--- src/rtl/adc_sampler_pkg.sv ---
// Shared types and constants for the ADC sampling front end: FSM state
// encoding, sample width, period width and the default timeout budgets.
package adc_sampler_pkg;

   localparam int SAMPLE_W         = 10;
   localparam int PERIOD_W         = 16;
   localparam int DEF_AVG_LOG2     = 3;
   localparam int DEF_BUSY_TIMEOUT = 4;
   localparam int DEF_CONV_TIMEOUT = 64;

   typedef enum logic [2:0] {
      ST_IDLE,
      ST_START,
      ST_WAIT_BUSY,
      ST_WAIT_DONE,
      ST_CAPTURE
   } state_e;

   // A programmed period of 0 behaves like 1, so both reload to 0.
   function automatic logic [PERIOD_W-1:0] reload_value(input logic [PERIOD_W-1:0] period);
      return (period == '0) ? '0 : period - PERIOD_W'(1);
   endfunction

endpackage

--- src/rtl/sample_averager.sv ---
// Boxcar averager over 2^AVG_LOG2 captured samples; the closing sample is
// folded in combinationally so avg_valid lines up with that sample's capture.
module sample_averager
   import adc_sampler_pkg::*;
#(
   parameter int AVG_LOG2 = DEF_AVG_LOG2
) (
   input  logic                clk,
   input  logic                rst_n,
   input  logic [SAMPLE_W-1:0] sample_i,
   input  logic                sample_valid_i,
   input  logic                clear_i,
   output logic [SAMPLE_W-1:0] avg_o,
   output logic                avg_valid_o
);

   localparam int ACC_W = SAMPLE_W + AVG_LOG2;
   localparam int CNT_W = (AVG_LOG2 > 0) ? AVG_LOG2 : 1;
   localparam logic [CNT_W-1:0] CNT_LAST = CNT_W'((1 << AVG_LOG2) - 1);

   logic [ACC_W-1:0]    acc_q, acc_d;
   logic [ACC_W-1:0]    sum;
   logic [CNT_W-1:0]    cnt_q, cnt_d;
   logic [SAMPLE_W-1:0] avg_q, avg_d;
   logic                avg_valid_q, avg_valid_d;
   logic                last_sample;

   // 2^AVG_LOG2 full-scale samples still fit in ACC_W bits, so no overflow.
   assign sum         = acc_q + ACC_W'(sample_i);
   assign last_sample = (cnt_q == CNT_LAST);

   always_comb begin
      acc_d       = acc_q;
      cnt_d       = cnt_q;
      avg_d       = avg_q;
      avg_valid_d = 1'b0;
      if (clear_i) begin
         acc_d = '0;
         cnt_d = '0;
      end else if (sample_valid_i) begin
         if (last_sample) begin
            avg_d       = SAMPLE_W'(sum >> AVG_LOG2);
            avg_valid_d = 1'b1;
            acc_d       = '0;
            cnt_d       = '0;
         end else begin
            acc_d = sum;
            cnt_d = cnt_q + CNT_W'(1);
         end
      end
   end

   always_ff @(posedge clk or negedge rst_n) begin
      if (!rst_n) begin
         acc_q       <= '0;
         cnt_q       <= '0;
         avg_q       <= '0;
         avg_valid_q <= 1'b0;
      end else begin
         acc_q       <= acc_d;
         cnt_q       <= cnt_d;
         avg_q       <= avg_d;
         avg_valid_q <= avg_valid_d;
      end
   end

   assign avg_o       = avg_q;
   assign avg_valid_o = avg_valid_q;

endmodule

--- src/rtl/adc_sampler.sv ---
// Paces ADC conversions from a programmable tick, captures each result and
// publishes raw samples and a boxcar average, with sticky overrun/timeout flags.
module adc_sampler
   import adc_sampler_pkg::*;
#(
   parameter int AVG_LOG2     = DEF_AVG_LOG2,
   parameter int BUSY_TIMEOUT = DEF_BUSY_TIMEOUT,
   parameter int CONV_TIMEOUT = DEF_CONV_TIMEOUT
) (
   input  logic                clk,
   input  logic                rst_n,
   input  logic                enable_i,
   input  logic [PERIOD_W-1:0] period_i,
   input  logic                clear_err_i,
   output logic                adc_start_o,
   input  logic                adc_done_i,
   input  logic [SAMPLE_W-1:0] adc_dout_i,
   output logic [SAMPLE_W-1:0] sample_o,
   output logic                sample_valid_o,
   output logic [SAMPLE_W-1:0] avg_o,
   output logic                avg_valid_o,
   output logic                overrun_o,
   output logic                timeout_o
);

   localparam int TMR_MAX = (BUSY_TIMEOUT > CONV_TIMEOUT) ? BUSY_TIMEOUT : CONV_TIMEOUT;
   localparam int TMR_W   = $clog2(TMR_MAX + 1);
   localparam logic [TMR_W-1:0] BUSY_LAST = TMR_W'(BUSY_TIMEOUT - 1);
   localparam logic [TMR_W-1:0] CONV_LAST = TMR_W'(CONV_TIMEOUT - 1);

   logic [PERIOD_W-1:0] tick_cnt_q, tick_cnt_d;
   logic                tick;

   state_e              state_q;
   logic [TMR_W-1:0]    tmr_q;
   logic                pend_q;
   logic                adc_start_q;
   logic [SAMPLE_W-1:0] sample_q;
   logic                sample_valid_q;
   logic                overrun_q, overrun_d;
   logic                timeout_q, timeout_d;
   logic                overrun_set, timeout_set;
   logic                capture, avg_clear;

   // Holding at 0 while disabled makes the first enabled cycle tick.
   always_comb begin
      tick       = 1'b0;
      tick_cnt_d = '0;
      if (enable_i) begin
         tick       = (tick_cnt_q == '0);
         tick_cnt_d = tick ? reload_value(period_i) : tick_cnt_q - PERIOD_W'(1);
      end
   end

   always_ff @(posedge clk or negedge rst_n) begin
      if (!rst_n) tick_cnt_q <= '0;
      else        tick_cnt_q <= tick_cnt_d;
   end

   // Error sets take priority over a clear arriving in the same cycle.
   always_comb begin
      overrun_set = tick && (state_q != ST_IDLE);
      timeout_set = ((state_q == ST_WAIT_BUSY) && adc_done_i  && (tmr_q == BUSY_LAST)) ||
                    ((state_q == ST_WAIT_DONE) && !adc_done_i && (tmr_q == CONV_LAST));
      overrun_d   = overrun_set | (overrun_q & ~clear_err_i);
      timeout_d   = timeout_set | (timeout_q & ~clear_err_i);
   end

   always_ff @(posedge clk or negedge rst_n) begin
      if (!rst_n) begin
         state_q        <= ST_IDLE;
         tmr_q          <= '0;
         pend_q         <= 1'b0;
         adc_start_q    <= 1'b0;
         sample_q       <= '0;
         sample_valid_q <= 1'b0;
         overrun_q      <= 1'b0;
         timeout_q      <= 1'b0;
      end else begin
         adc_start_q    <= 1'b0;
         sample_valid_q <= 1'b0;
         overrun_q      <= overrun_d;
         timeout_q      <= timeout_d;
         unique case (state_q)
            ST_IDLE: begin
               // A tick seen while the ADC is still finishing a stale frame
               // is held until adc_done returns, not treated as an overrun.
               if (!enable_i) begin
                  pend_q <= 1'b0;
               end else if (tick || pend_q) begin
                  if (adc_done_i) begin
                     state_q     <= ST_START;
                     adc_start_q <= 1'b1;
                     pend_q      <= 1'b0;
                  end else begin
                     pend_q <= 1'b1;
                  end
               end
            end
            ST_START: begin
               state_q <= ST_WAIT_BUSY;
               tmr_q   <= '0;
            end
            ST_WAIT_BUSY: begin
               if (!adc_done_i) begin
                  state_q <= ST_WAIT_DONE;
                  tmr_q   <= '0;
               end else if (tmr_q == BUSY_LAST) begin
                  state_q <= ST_IDLE;
               end else begin
                  tmr_q <= tmr_q + TMR_W'(1);
               end
            end
            ST_WAIT_DONE: begin
               if (adc_done_i) begin
                  state_q <= ST_CAPTURE;
               end else if (tmr_q == CONV_LAST) begin
                  state_q <= ST_IDLE;
               end else begin
                  tmr_q <= tmr_q + TMR_W'(1);
               end
            end
            ST_CAPTURE: begin
               sample_q       <= adc_dout_i;
               sample_valid_q <= 1'b1;
               state_q        <= ST_IDLE;
            end
            default: state_q <= ST_IDLE;
         endcase
      end
   end

   // The averager sees the same data and strobe that load sample_q, so its
   // result registers on the same edge as the raw sample.
   assign capture   = (state_q == ST_CAPTURE);
   assign avg_clear = (state_q == ST_IDLE) && !enable_i;

   sample_averager #(
      .AVG_LOG2(AVG_LOG2)
   ) u_avg (
      .clk           (clk),
      .rst_n         (rst_n),
      .sample_i      (adc_dout_i),
      .sample_valid_i(capture),
      .clear_i       (avg_clear),
      .avg_o         (avg_o),
      .avg_valid_o   (avg_valid_o)
   );

   assign adc_start_o    = adc_start_q;
   assign sample_o       = sample_q;
   assign sample_valid_o = sample_valid_q;
   assign overrun_o      = overrun_q;
   assign timeout_o      = timeout_q;

endmodule

--- config.mk ---
export PLATFORM = sky130hd
export DESIGN_NAME = adc_sampler
export DESIGN_NICKNAME = d
export VERILOG_FILES = /design/src/rtl/adc_sampler_pkg.sv /design/src/rtl/sample_averager.sv /design/src/rtl/adc_sampler.sv
export SDC_FILE = /design/constraint.sdc
export NUM_CORES = 1
export LEC_CHECK = 0
export BUFFER_PORTS_ARGS = -buffer_cell sky130_fd_sc_hd__buf_2
export CAP_MARGIN = 20
export CORE_ASPECT_RATIO = 0.8
export CORE_UTILIZATION = 40
export DETAILED_ROUTE_END_ITERATION = 6
export PLACE_DENSITY = 0.71
export SKIP_CTS_REPAIR_TIMING = 1
export SLEW_MARGIN = 20
export SYNTH_ARGS = -nofsm -noshare
export SYNTH_HDL_FRONTEND = slang
export SYNTH_SLANG_ARGS = --single-unit
--- constraint.sdc ---
create_clock -name clk -period 2.1 [get_ports clk]
set_clock_uncertainty 0.05 [all_clocks]
set_input_delay 0.42 -clock clk [delete_from_list [all_inputs] [get_ports clk]]
set_output_delay 0.42 -clock clk [all_outputs]
set_load 0.01 [all_outputs]
==> reports/results.txt, run 1 <==
status -> finished, violations left
failing checks -> setup timing
post-synthesis compound-gate area fraction -> 17.6%
total grt overflow -> 0
H-tree depth -> 3
dpl hpwl -> 6530 um
Inserted Diodes -> 0
Reg clk slew, reported paths -> 0.06 ns
CP arrival -> 2.45 ns
initial drt markers -> 150
Final Hold Violating Endpoints -> 0
Core Area -> 9080 um^2
share of cells above drive strength 1 -> 36.7%
Clock Latency Late Sink -> 0.33 ns
Post-Synth Adder-Cell Area -> 5.85%
max-slew violation count -> 0
Yosys reg bits -> 68
DRC -> 0
# setup viols final -> 27
total CTS buffers -> 9
Mapped Cells -> 375
r2r endpoint -> tick_cnt_q[13]$_DFF_PN0_
Clock Tree Buf Depth -> 2
yosys warns -> 0
CP startpoint kind -> register
Leak -> 2.43 nW
Die W -> 110 um
crit path cell chain -> or4_4, or4_4, nor3_4, buf_4, nor3_2, a2111oi_4
GRT Total Usage -> 18.9%
R2R Path Start -> tick_cnt_q[7]$_DFF_PN0_
# port buffers -> 55
f_max -> 438 MHz
routed via count -> 3,305
row count -> 31
vias in the first global route -> 3,129
initial antenna violation count -> 0
drt via density -> 5.37
Initial Utilization -> 41.5%
critical path type -> register to register
largest net degree at the start of global routing -> 69
PD cells -> 1290 nW/um^2
RSZ-0062 raised after global routing -> yes
worst-path cell with the longest stage delay -> or4_4
TritonCTS clock tree -> built
async set-reset flop share out of synthesis -> 100%
Register-to-Register Path Depth -> 6
WL per Instance -> 14.9 um
sequential share of the synthesized area -> 45.2%
Mapped Area -> 3760 um^2
flop-to-flop setup slack -> -0.18 ns
Crit Path Max Fanout -> 5
library cells used by synthesis -> 52
Synth Flop Type -> dfrtp_1
WHS -> 0.0291 ns
Die Area -> 9800 um^2
Synthesized Nets -> 423
mux contribution to synthesized area -> 5.32%
Root Driver -> clkbuf_16
Mean Syn Cell Area -> 10.0 um^2
Final nets -> 544
Slowest Stage Delay on Critical Path -> 0.56 ns
Area Growth Syn to Fin -> 35.7%
XOR/XNOR Fraction of Synth Area -> 6.29%
worst-margin pin slew -> 0.525 ns
number of I/O pins -> 56
Final Critical Period -> 2.28 ns
placed cell area -> 4600 um^2
GP Congestion -> 0.846
finished layout cell area -> 5110 um^2
Antenna Nets Post-Route -> 0
Post-Route Setup TNS -> -2.73 ns
CP most frequent cell -> or4_4
Post-Route WL -> 9200 um
Worst VDD drop -> 0.623 mV
setup ws final -> -0.181 ns
max_cap viols -> 0
CP required -> 2.27 ns
Crit. Startpoint -> tick_cnt_q[7]$_DFF_PN0_
largest family of logic cells by synthesized area -> compound AO/OA/AOI/OAI gates
Die Y-Extent -> 88.7 um
first drt pass iteration count -> 4
CTS sink count -> 68
part of the cycle the worst path needs -> 109%
Hold Path Class -> primary input to async pin
CP Capture Type -> register
Post-Synth Simple-Gate Area -> 16.8%
Layout Utilization -> 56.3%
global-route wire length before repair -> 14,800 um
EDFF count, synth -> 0
Worst slew margin -> 64.9%
## cells in the final DEF, fill, tap and decap left out, types with 13 or more instances in the layout
cell type and count:
a22o_1 13, buf_2 55, buf_4 63, dfrtp_1 68
ha_1 14, inv_1 16, mux2_2 16, nand2_1 30
nor2_1 34, o21ai_0 13, xnor2_1 17
## how the worst max path moves through the flow
stage | endpoint | cells after the start
finish | tick_cnt_q[13]$_DFF_PN0_ | 6
detailed placement | u_avg.avg_o[9]$_DFFE_PN0P_ | 9
global placement | u_avg.acc_q[10]$_DFFE_PN0P_ | 9
CTS | tick_cnt_q[13]$_DFF_PN0_ | 6
floorplan | tick_cnt_q[15]$_DFF_PN0_ | 7
global route | tick_cnt_q[0]$_DFF_PN0_ | 7
## routing by layer
metal	vias to the layer above	part of all wire (%)	GRT usage (%)
li1	1606	-	-
met1	1629	49	25.8
met2	59	46	29.9
met3	11	3.5	4.25
met4	0	1.5	6.79
met5	-	0	0
## area by class of cell
class | count | area (um^2)
Clock buffer | 9 | 225
Clock inverter | 7 | 100
Fill cell | 765 | 3970
Inverter | 16 | 60.1
Multi-Input combinational cell | 280 | 2080
Sequential cell | 68 | 1700
Tap cell | 115 | 144
Timing Repair Buffer | 121 | 791
## Yosys cell counts (all sizes together), types with 4 or more instances
cell | count | area share [%]
a211oi | 5 | 1.0
a21o | 4 | 0.80
a21oi | 13 | 1.7
a22o | 13 | 3.0
and3 | 6 | 1.0
buf | 4 | 0.67
clkbuf | 7 | 0.70
dfrtp | 68 | 45
ha | 16 | 5.3
inv | 16 | 1.6
mux2 | 16 | 4.8
nand2 | 30 | 3.0
nand2b | 5 | 0.83
nor2 | 37 | 3.7
nor2b | 6 | 1.0
nor3 | 11 | 1.8
nor4 | 5 | 0.83
o211ai | 5 | 1.0
o21a | 4 | 0.80
o21ai | 21 | 2.8
o22a | 9 | 2.1
o31ai | 6 | 1.2
or3 | 4 | 0.67
or4 | 4 | 1.0
xnor2 | 18 | 4.2
xor2 | 9 | 2.1
## through the flow
step / std cells / worst slack, ns / power, mW
final: 616 / -0.181 / 6.60
after global routing: 616 / -0.274 / 7.04
after CTS: 607 / -0.293 / 6.34
after detailed placement: 591 / -0.371 / 4.66
after global placement: 591 / -0.263 / 4.54
after floorplan: 375 / -0.158 / 3.68
## cell families (layout without fill, tap and decap cells)
kind of cell,Yosys count,after routing
compound gates,94,94
fa+ha+maj,17,17
simple gates,124,124
mux,18,18
buf+inv,27,153
flops,68,68
xor+xnor,27,27
## critical path, delay by kind of cell, from the launching register on
kind / cells / cell delay [ns]
simple gates: 4 / 1.26
buf+inv: 1 / 0.17
flops: 1 / 0.38
compound gates: 1 / 0.31
## sequential cells by signal (all words and copies together) (netlist names)
name / cells
tmr_q: 7
timeout_o: 1
sample_valid_o: 1
u_avg.cnt_q: 3
state_q: 3
adc_start_o: 1
pend_q: 1
sample_o: 10
overrun_o: 1
u_avg.avg_valid_o: 1
u_avg.acc_q: 13
u_avg.avg_o: 10
tick_cnt_q: 16
## power breakdown
group	switching (mW)	internal, mW
Clock	0.593	1.04
Sequential	0.249	1.66
Combinational	1.51	1.55
(Power assumes the default switching activity.)
==> inputs of run 2 (changes only) <==
--- a/config.mk
+++ b/config.mk
@@ -10,6 +10,7 @@
 export CORE_ASPECT_RATIO = 0.8
 export CORE_UTILIZATION = 40
 export DETAILED_ROUTE_END_ITERATION = 6
+export HOLD_SLACK_MARGIN = 0.08
 export PLACE_DENSITY = 0.71
 export SKIP_CTS_REPAIR_TIMING = 1
 export SLEW_MARGIN = 20
==> constraint.sdc (replaced) <==
create_clock -name clk -period 1.9 [get_ports clk]
set_clock_uncertainty 0.05 [all_clocks]
set_input_delay 0.38 -clock clk [delete_from_list [all_inputs] [get_ports clk]]
set_output_delay 0.38 -clock clk [all_outputs]
set_load 0.01 [all_outputs]
==> run 2 against run 1 <==
  * The run still ends with setup timing left
  * Hold slack better by 0.18 ns
  * Register-to-register slack worse by 0.24 ns
  * Critical path depth up 1
  * Critical path type unchanged
  * Highest routed layer unchanged
==> reports/results.txt, run 2 (synthesis gave the netlist of run 1 again) <==
status -> finished, violations left
failing checks -> setup timing
worst-path cell with the longest stage delay -> or4_4
Largest register FFs -> 16 (unchanged)
Reg clk slew, reported paths -> 0.06 ns (about the same)
Final nets -> 567 (+4.2%)
WL per Instance -> 15.7 um (+5.2%)
CP most frequent cell -> or4_4
Root Driver -> clkbuf_16
Worst VDD drop -> 0.719 mV (+16%)
Die W -> 110 um (unchanged)
Final Critical Period -> 2.33 ns (+0.0444 ns)
first drt pass iteration count -> 4 (unchanged)
max_cap viols -> 0 (unchanged)
critical path type -> register to register
R2R Path Start -> tick_cnt_q[7]$_DFF_PN0_
RSZ-0062 raised after global routing -> yes
share of cells above drive strength 1 -> 41.4% (+4.7 points)
WHS -> 0.209 ns (+0.180 ns)
max-slew violation count -> 0 (unchanged)
CTS sink count -> 68 (unchanged)
initial antenna violation count -> 0 (unchanged)
DRC -> 0 (unchanged)
CP delay by family, top -> simple AND/OR/NAND/NOR gates
most frequent cells in the layout -> 84 x buf_4, 68 x dfrtp_1, 55 x buf_2, 36 x nor2_1, 30 x nand2_1
worst hold path depth -> 2
Worst slew margin -> 62.0% (-2.8 points)
Core Area -> 9080 um^2 (unchanged)
Crit Path Max Fanout -> 6 (+1)
Post-Route WL -> 10,000 um (+9.1%)
Layout Utilization -> 59.1% (+2.8 points)
f_max -> 430 MHz (-1.9%)
TritonCTS clock tree -> built
commonest non-fill, non-tap cell in the layout -> buf_4
CP required -> 2.10 ns (-0.17 ns)
met2 wire length -> 5030 um (+18%)
vias in the first global route -> 3,353 (+7.2%)
GRT Total Usage -> 19.9% (+1.0 points)
M1 WL -> 4400 um (-1.8%)
top register by number of flip-flops -> tick_cnt_q
routed via count -> 3,465 (+4.8%)
CP arrival -> 2.53 ns (+0.08 ns)
Clock Latency Late Sink -> 0.33 ns (about the same)
row count -> 31 (unchanged)
finished layout cell area -> 5360 um^2 (+5.0%)
Antenna Nets Post-Route -> 0 (unchanged)
total CTS buffers -> 9 (unchanged)
Hold Path Class -> primary input to register
DR top layer -> met4
# setup viols final -> 35 (+30%)
number of I/O pins -> 56 (unchanged)
Bufs and invs on worst path -> 1 (unchanged)
# port buffers -> 55 (unchanged)
Post-Route Setup TNS -> -9.54 ns (-6.81 ns)
CP Capture Type -> register
Die Y-Extent -> 88.7 um (unchanged)
Leak -> 2.57 nW (+5.7%)
layout filler cell count -> 774 (+1.2%)
dpl hpwl -> 6990 um (+7.0%)
placed cell area -> 4770 um^2 (+3.7%)
part of the cycle the worst path needs -> 122% (+14 points)
worst hold endpoint -> timeout_o$_DFF_PN0_
hold_sp -> clear_err_i
r2r endpoint -> tick_cnt_q[15]$_DFF_PN0_
total grt overflow -> 0 (unchanged)
metal3 WL -> 441 um (+37%)
initial drt markers -> 160 (+6.7%)
global-route wire length before repair -> 15,500 um (+4.2%)
Slowest Stage Delay on Critical Path -> 0.55 ns (about the same)
drt via density -> 5.42 (+1.1%)
Final Hold Violating Endpoints -> 0 (unchanged)
PD cells -> 1420 nW/um^2 (+9.7%)
Inserted Diodes -> 0 (unchanged)
Area Growth Syn to Fin -> 42.5%
H-tree depth -> 3 (unchanged)
Initial Utilization -> 41.5% (unchanged)
biggest regs -> tick_cnt_q x16, u_avg.acc_q x13
largest net degree at the start of global routing -> 69 (unchanged)
CP startpoint kind -> register
worst-margin pin slew -> 0.564 ns (+0.0395 ns)
Die Area -> 9800 um^2 (unchanged)
Clock Tree Buf Depth -> 2 (unchanged)
setup ws final -> -0.426 ns (-0.244 ns)
crit path cell chain -> or4_4, or4_4, nor3_4, o31ai_2, buf_4, o21a_1, nor2_1
Register-to-Register Path Depth -> 7 (+1)
GP Congestion -> 0.858 (+1.4%)
placed cell count -> 613 (+3.7%)
Cell Count, Final, Fillers Out -> 639 (+3.7%)
flop-to-flop setup slack -> -0.43 ns (-0.24 ns)
run 2: cell type report:
class / count / area (um^2) / area share, %
timing repair buffer: 143 / 958 / 17.9
clock inverter: 7 / 98.8 / 1.84
sequential: 68 / 1700 / 31.7
inverter: 16 / 60.1 / 1.12
multi-input combinational: 281 / 2170 / 40.5
tap: 115 / 144 / 2.68
clock buffer: 9 / 225 / 4.20
run 2: worst max path at each step:
stage / from / to / slack (ns) / depth (start not counted)
floorplan: tick_cnt_q[7]$_DFF_PN0_ / tick_cnt_q[15]$_DFF_PN0_ / -0.36 / 7
global placement: adc_dout_i[0] / u_avg.acc_q[10]$_DFFE_PN0P_ / -0.44 / 9
detailed placement: adc_dout_i[0] / u_avg.acc_q[10]$_DFFE_PN0P_ / -0.49 / 9
CTS: tick_cnt_q[2]$_DFF_PN0_ / tick_cnt_q[15]$_DFF_PN0_ / -0.46 / 8
global route: tick_cnt_q[5]$_DFF_PN0_ / tick_cnt_q[10]$_DFF_PN0_ / -0.52 / 8
finish: tick_cnt_q[7]$_DFF_PN0_ / tick_cnt_q[15]$_DFF_PN0_ / -0.43 / 7
run 2: power breakdown:
part	leakage, nW	internal [mW]	switching (mW)
logic	1.54	1.89	1.78
registers	0.876	1.84	0.293
clock network	0.156	1.16	0.648
run 2: worst register-to-register path, delay by kind of cell, from the launching register on:
family | cells | cell delay, ns
AO/OA/AOI/OAI | 2 | 0.32
buffers and inverters | 1 | 0.18
flip-flops | 1 | 0.38
AND/OR/NAND/NOR | 4 | 1.34
run 2: layer usage:
metal / global-route usage [%] / vias to the layer above
li1: - / 1653
met4: 7.52 / 0
met1: 25.5 / 1703
met3: 3.70 / 16
met5: 0 / -
met2: 34.2 / 93
run 2: stage by stage:
stage          total power [mW]  setup slack [ns]
2_1_floorplan              4.08            -0.358
3_3_place_gp               5.16            -0.437
3_5_place_dp               5.28            -0.489
4_1_cts                    7.13            -0.459
5_1_grt                    8.07            -0.517
6_report                   7.60            -0.426
==> inputs of run 3 (changes only) <==
--- a/config.mk
+++ b/config.mk
@@ -11,9 +11,10 @@
 export CORE_UTILIZATION = 40
 export DETAILED_ROUTE_END_ITERATION = 6
 export HOLD_SLACK_MARGIN = 0.08
-export PLACE_DENSITY = 0.71
+export PLACE_DENSITY = 0.7
 export SKIP_CTS_REPAIR_TIMING = 1
 export SLEW_MARGIN = 20
 export SYNTH_ARGS = -nofsm -noshare
 export SYNTH_HDL_FRONTEND = slang
+export SYNTH_HIERARCHICAL = 1
 export SYNTH_SLANG_ARGS = --single-unit
==> run 3 against run 2 <==
  * The run still ends with setup timing left
  * Synthesized cell count up 6.4%
  * Critical endpoint is now u_avg/acc_q[10]$_DFFE_PN0P_
  * Area after synthesis rose by 6.7%
  * Maximum frequency rose by 9.7%
  * Non-clock buffer count fell by 7
  * Largest cell class unchanged
  * Critical path type unchanged
  * Clock power decreased by 8%
  * Register-to-register slack better by 0.21 ns
==> reports/results.txt, run 3 <==
status -> finished, violations left
failing checks -> setup timing
Die Area -> 10,400 um^2 (+6.5%)
Antenna Nets Post-Route -> 0 (unchanged)
Largest register FFs -> 16 (unchanged)
Core Area -> 9690 um^2 (+6.8%)
share of cells above drive strength 1 -> 44.1% (+2.7 points)
first drt pass iteration count -> 4 (unchanged)
Area Growth Syn to Fin -> 40.2%
layout filler cell count -> 826 (+6.7%)
crit path capture -> u_avg/acc_q[10]$_DFFE_PN0P_
Clock Tree Buf Depth -> 2 (unchanged)
worst-margin pin slew -> 0.511 ns (-0.0527 ns)
flop-to-flop setup slack -> -0.22 ns (+0.21 ns)
RSZ-0062 raised after global routing -> yes
Post-Route WL -> 10,500 um (+4.9%)
CP required -> 2.05 ns (-0.05 ns)
finished layout cell area -> 5630 um^2 (+5.0%)
Leak -> 2.66 nW (+3.3%)
GRT Total Usage -> 20.7% (+0.75 points)
R2R Path Start -> u_avg/acc_q[0]$_DFFE_PN0P_
Final nets -> 583 (+2.8%)
most frequent cells after synthesis -> 68 x dfrtp_1, 37 x nand2_1, 26 x nor2_1, 22 x a21oi_1, 18 x inv_1
most frequent cells in the layout -> 75 x buf_4, 67 x dfrtp_1, 55 x buf_2, 34 x nand2_1, 23 x nor2_1
WL per Instance -> 15.6 um (-0.86%)
max_cap viols -> 0 (unchanged)
Int Power -> 4.80 mW (-1.7%)
dpl hpwl -> 7440 um (+6.4%)
global-route wire length before repair -> 16,800 um (+8.9%)
Mapped Cells -> 399 (+6.4%)
EDFF count, synth -> 0 (unchanged)
Sw Share -> 37.5% (+1.7 points)
initial drt markers -> 206 (+29%)
Mapped Area -> 4010 um^2 (+6.7%)
Die W -> 114 um (+3.2%)
# port buffers -> 55 (unchanged)
pre-CTS setup slack -> -0.327 ns (+0.162 ns)
Cell Count, Final, Fillers Out -> 676 (+5.8%)
commonest non-fill, non-tap cell in the layout -> buf_4
Root Driver -> clkbuf_16
TritonCTS clock tree -> built
Clock Latency Late Sink -> 0.33 ns (about the same)
sequential share of the synthesized area -> 42.4% (-2.8 points)
vias in the first global route -> 3,501 (+4.4%)
CP Capture Type -> register
dominant cell type by area after synthesis -> dfrtp_1
Storage cell area -> 1700 um^2 (about the same)
top register by number of flip-flops -> tick_cnt_q
Final Hold Violating Endpoints -> 0 (unchanged)
Inserted Diodes -> 0 (unchanged)
PD cells -> 1360 nW/um^2 (-3.8%)
DRC -> 0 (unchanged)
Yosys reg bits -> 68 (unchanged)
count leader, synth -> dfrtp_1
f_max -> 472 MHz (+9.7%)
drt via density -> 5.31 (-2.0%)
Die Y-Extent -> 91.6 um (+3.2%)
yosys warns -> 6 (+6)
Worst VDD drop -> 0.464 mV (-35%)
critical path type -> register to register
largest net degree at the start of global routing -> 25 (-64%)
WHS -> 0.204 ns (-0.00487 ns)
Register-to-Register Path Depth -> 9 (+2)
library cells used by synthesis -> 70 (+35%)
# setup viols final -> 11 (-69%)
H-tree depth -> 3 (unchanged)
Synth Flop Type -> dfrtp_1
placed cell area -> 5040 um^2 (+5.6%)
logic gate share of total power -> 50.4% (+2.2 points)
Crit Path Max Fanout -> 4 (-2)
max-slew violation count -> 0 (unchanged)
placed cell count -> 652 (+6.4%)
total CTS buffers -> 9 (unchanged)
Synthesized Nets -> 447 (+5.7%)
Worst slew margin -> 65.9% (+3.8 points)
part of the cycle the worst path needs -> 112% (-11 points)
setup ws final -> -0.220 ns (+0.206 ns)
total grt overflow -> 0 (unchanged)
CTS sink count -> 68 (unchanged)
routed via count -> 3,591 (+3.6%)
number of I/O pins -> 56 (unchanged)
Final Critical Period -> 2.12 ns (-0.206 ns)
initial antenna violation count -> 0 (unchanged)
switching pwr -> 2.88 mW (+5.9%)
Mean Syn Cell Area -> 10.1 um^2 (+0.27%)
biggest regs -> tick_cnt_q x16, u_avg/acc_q x13
row count -> 32 (+3.2%)
post-synth top area share -> 42.4% (-2.8 points)
Seq pwr share -> 28.0% (about the same)
r2r endpoint -> u_avg/acc_q[10]$_DFFE_PN0P_
Crit. Startpoint -> u_avg/acc_q[0]$_DFFE_PN0P_
Hold Path Class -> primary input to register
CP arrival -> 2.27 ns (-0.26 ns)
async set-reset flop share out of synthesis -> 100% (unchanged)
total power -> 7.68 mW (+1.0%)
CP startpoint kind -> register
Initial Utilization -> 41.4% (about the same)
synth top area cells -> dfrtp_1 42%, ha_1 5.0%, mux2_2 4.2%, nand2_1 3.5%, xor2_1 3.1%
Clk pwr share -> 21.6% (-2.1 points)
Reg clk slew, reported paths -> 0.06 ns (about the same)
GP Congestion -> 0.868 (+1.2%)
Multi-input gate area -> 2460 um^2 (+13%)
-- run 3: cell types whose count changed after synthesis, sizes merged, moves of 7 or more --
cell   change
a21oi     +10
nand2      +7
nand3      +9
nor2       -7
nor4       +7
o22a       -8
-- run 3: layer usage --
layer,global-route usage [%],wire (um),vias up,part of all wire [%]
met3,4.27,488,13,4.6
li1,-,-,1730,-
met4,6.49,121,0,1.1
met2,32.5,5160,98,49
met1,28.4,4760,1750,45
met5,0,0,-,0
-- run 3: cell families after synthesis --
| family | Yosys count | synth area share (%) |
|---|---|---|
| AO/OA/AOI/OAI | 96 | 17.3 |
| XOR/XNOR | 28 | 6.48 |
| adder cells (fa/ha/maj) | 17 | 5.49 |
| buffers and inverters | 30 | 3.05 |
| flip-flops | 68 | 42.4 |
| multiplexers | 23 | 6.20 |
| AND/OR/NAND/NOR | 137 | 19.1 |
-- run 3: how the worst min path moves through the flow --
stage / start / to / slack (ns) / cells past startpoint
finish: clear_err_i / timeout_o$_DFF_PN0_ / 0.20 / 2
global route: clear_err_i / timeout_o$_DFF_PN0_ / 0.21 / 2
CTS: rst_n / u_avg/avg_o[4]$_DFFE_PN0P_ / -0.09 / 1
detailed placement: rst_n / u_avg/avg_valid_o$_DFF_PN0_ / 0.27 / 1
global placement: rst_n / u_avg/avg_valid_o$_DFF_PN0_ / 0.25 / 1
floorplan: rst_n / adc_start_o$_DFF_PN0_ / 0.03 / 0
-- run 3: layout make-up --
class                           instances  share of cell area [%]
Clock buffer                           10                    4.07
Clock inverter                          6                    1.16
Inverter                               19                    1.36
Multi-Input combinational cell        301                    43.8
Sequential cell                        68                    30.3
Tap cell                              136                    3.02
Timing Repair Buffer                  136                    16.4
-- run 3: worst max-delay path: stages (launching register included) --
cell and delay (ns):
dfrtp_1 0.39, ha_4 0.16, inv_2 0.03, fa_2 0.33, and2b_2 0.28, o2111ai_4 0.15
a31o_4 0.28, a21o_2 0.20, nand2_2 0.06, o31ai_1 0.06
-- run 3: through the flow --
stage	utilization, %	setup TNS [ns]
2_1_floorplan	-	-0.465
3_3_place_gp	52.0	-4.47
3_5_place_dp	52.0	-5.32
4_1_cts	55.1	-1.89
5_1_grt	58.1	-2.59
6_report	58.1	-1.47
-- run 3: power by group through the flow --
stage                     combinational (mW)  sequential (mW)  clock [mW]
after floorplan                         2.06             2.12           0
after CTS                               3.39             2.11        1.68
final                                   3.87             2.15        1.66
after detailed placement                3.34             2.13           0
after global routing                    4.21             2.19        1.74
after global placement                  3.25             2.11           0
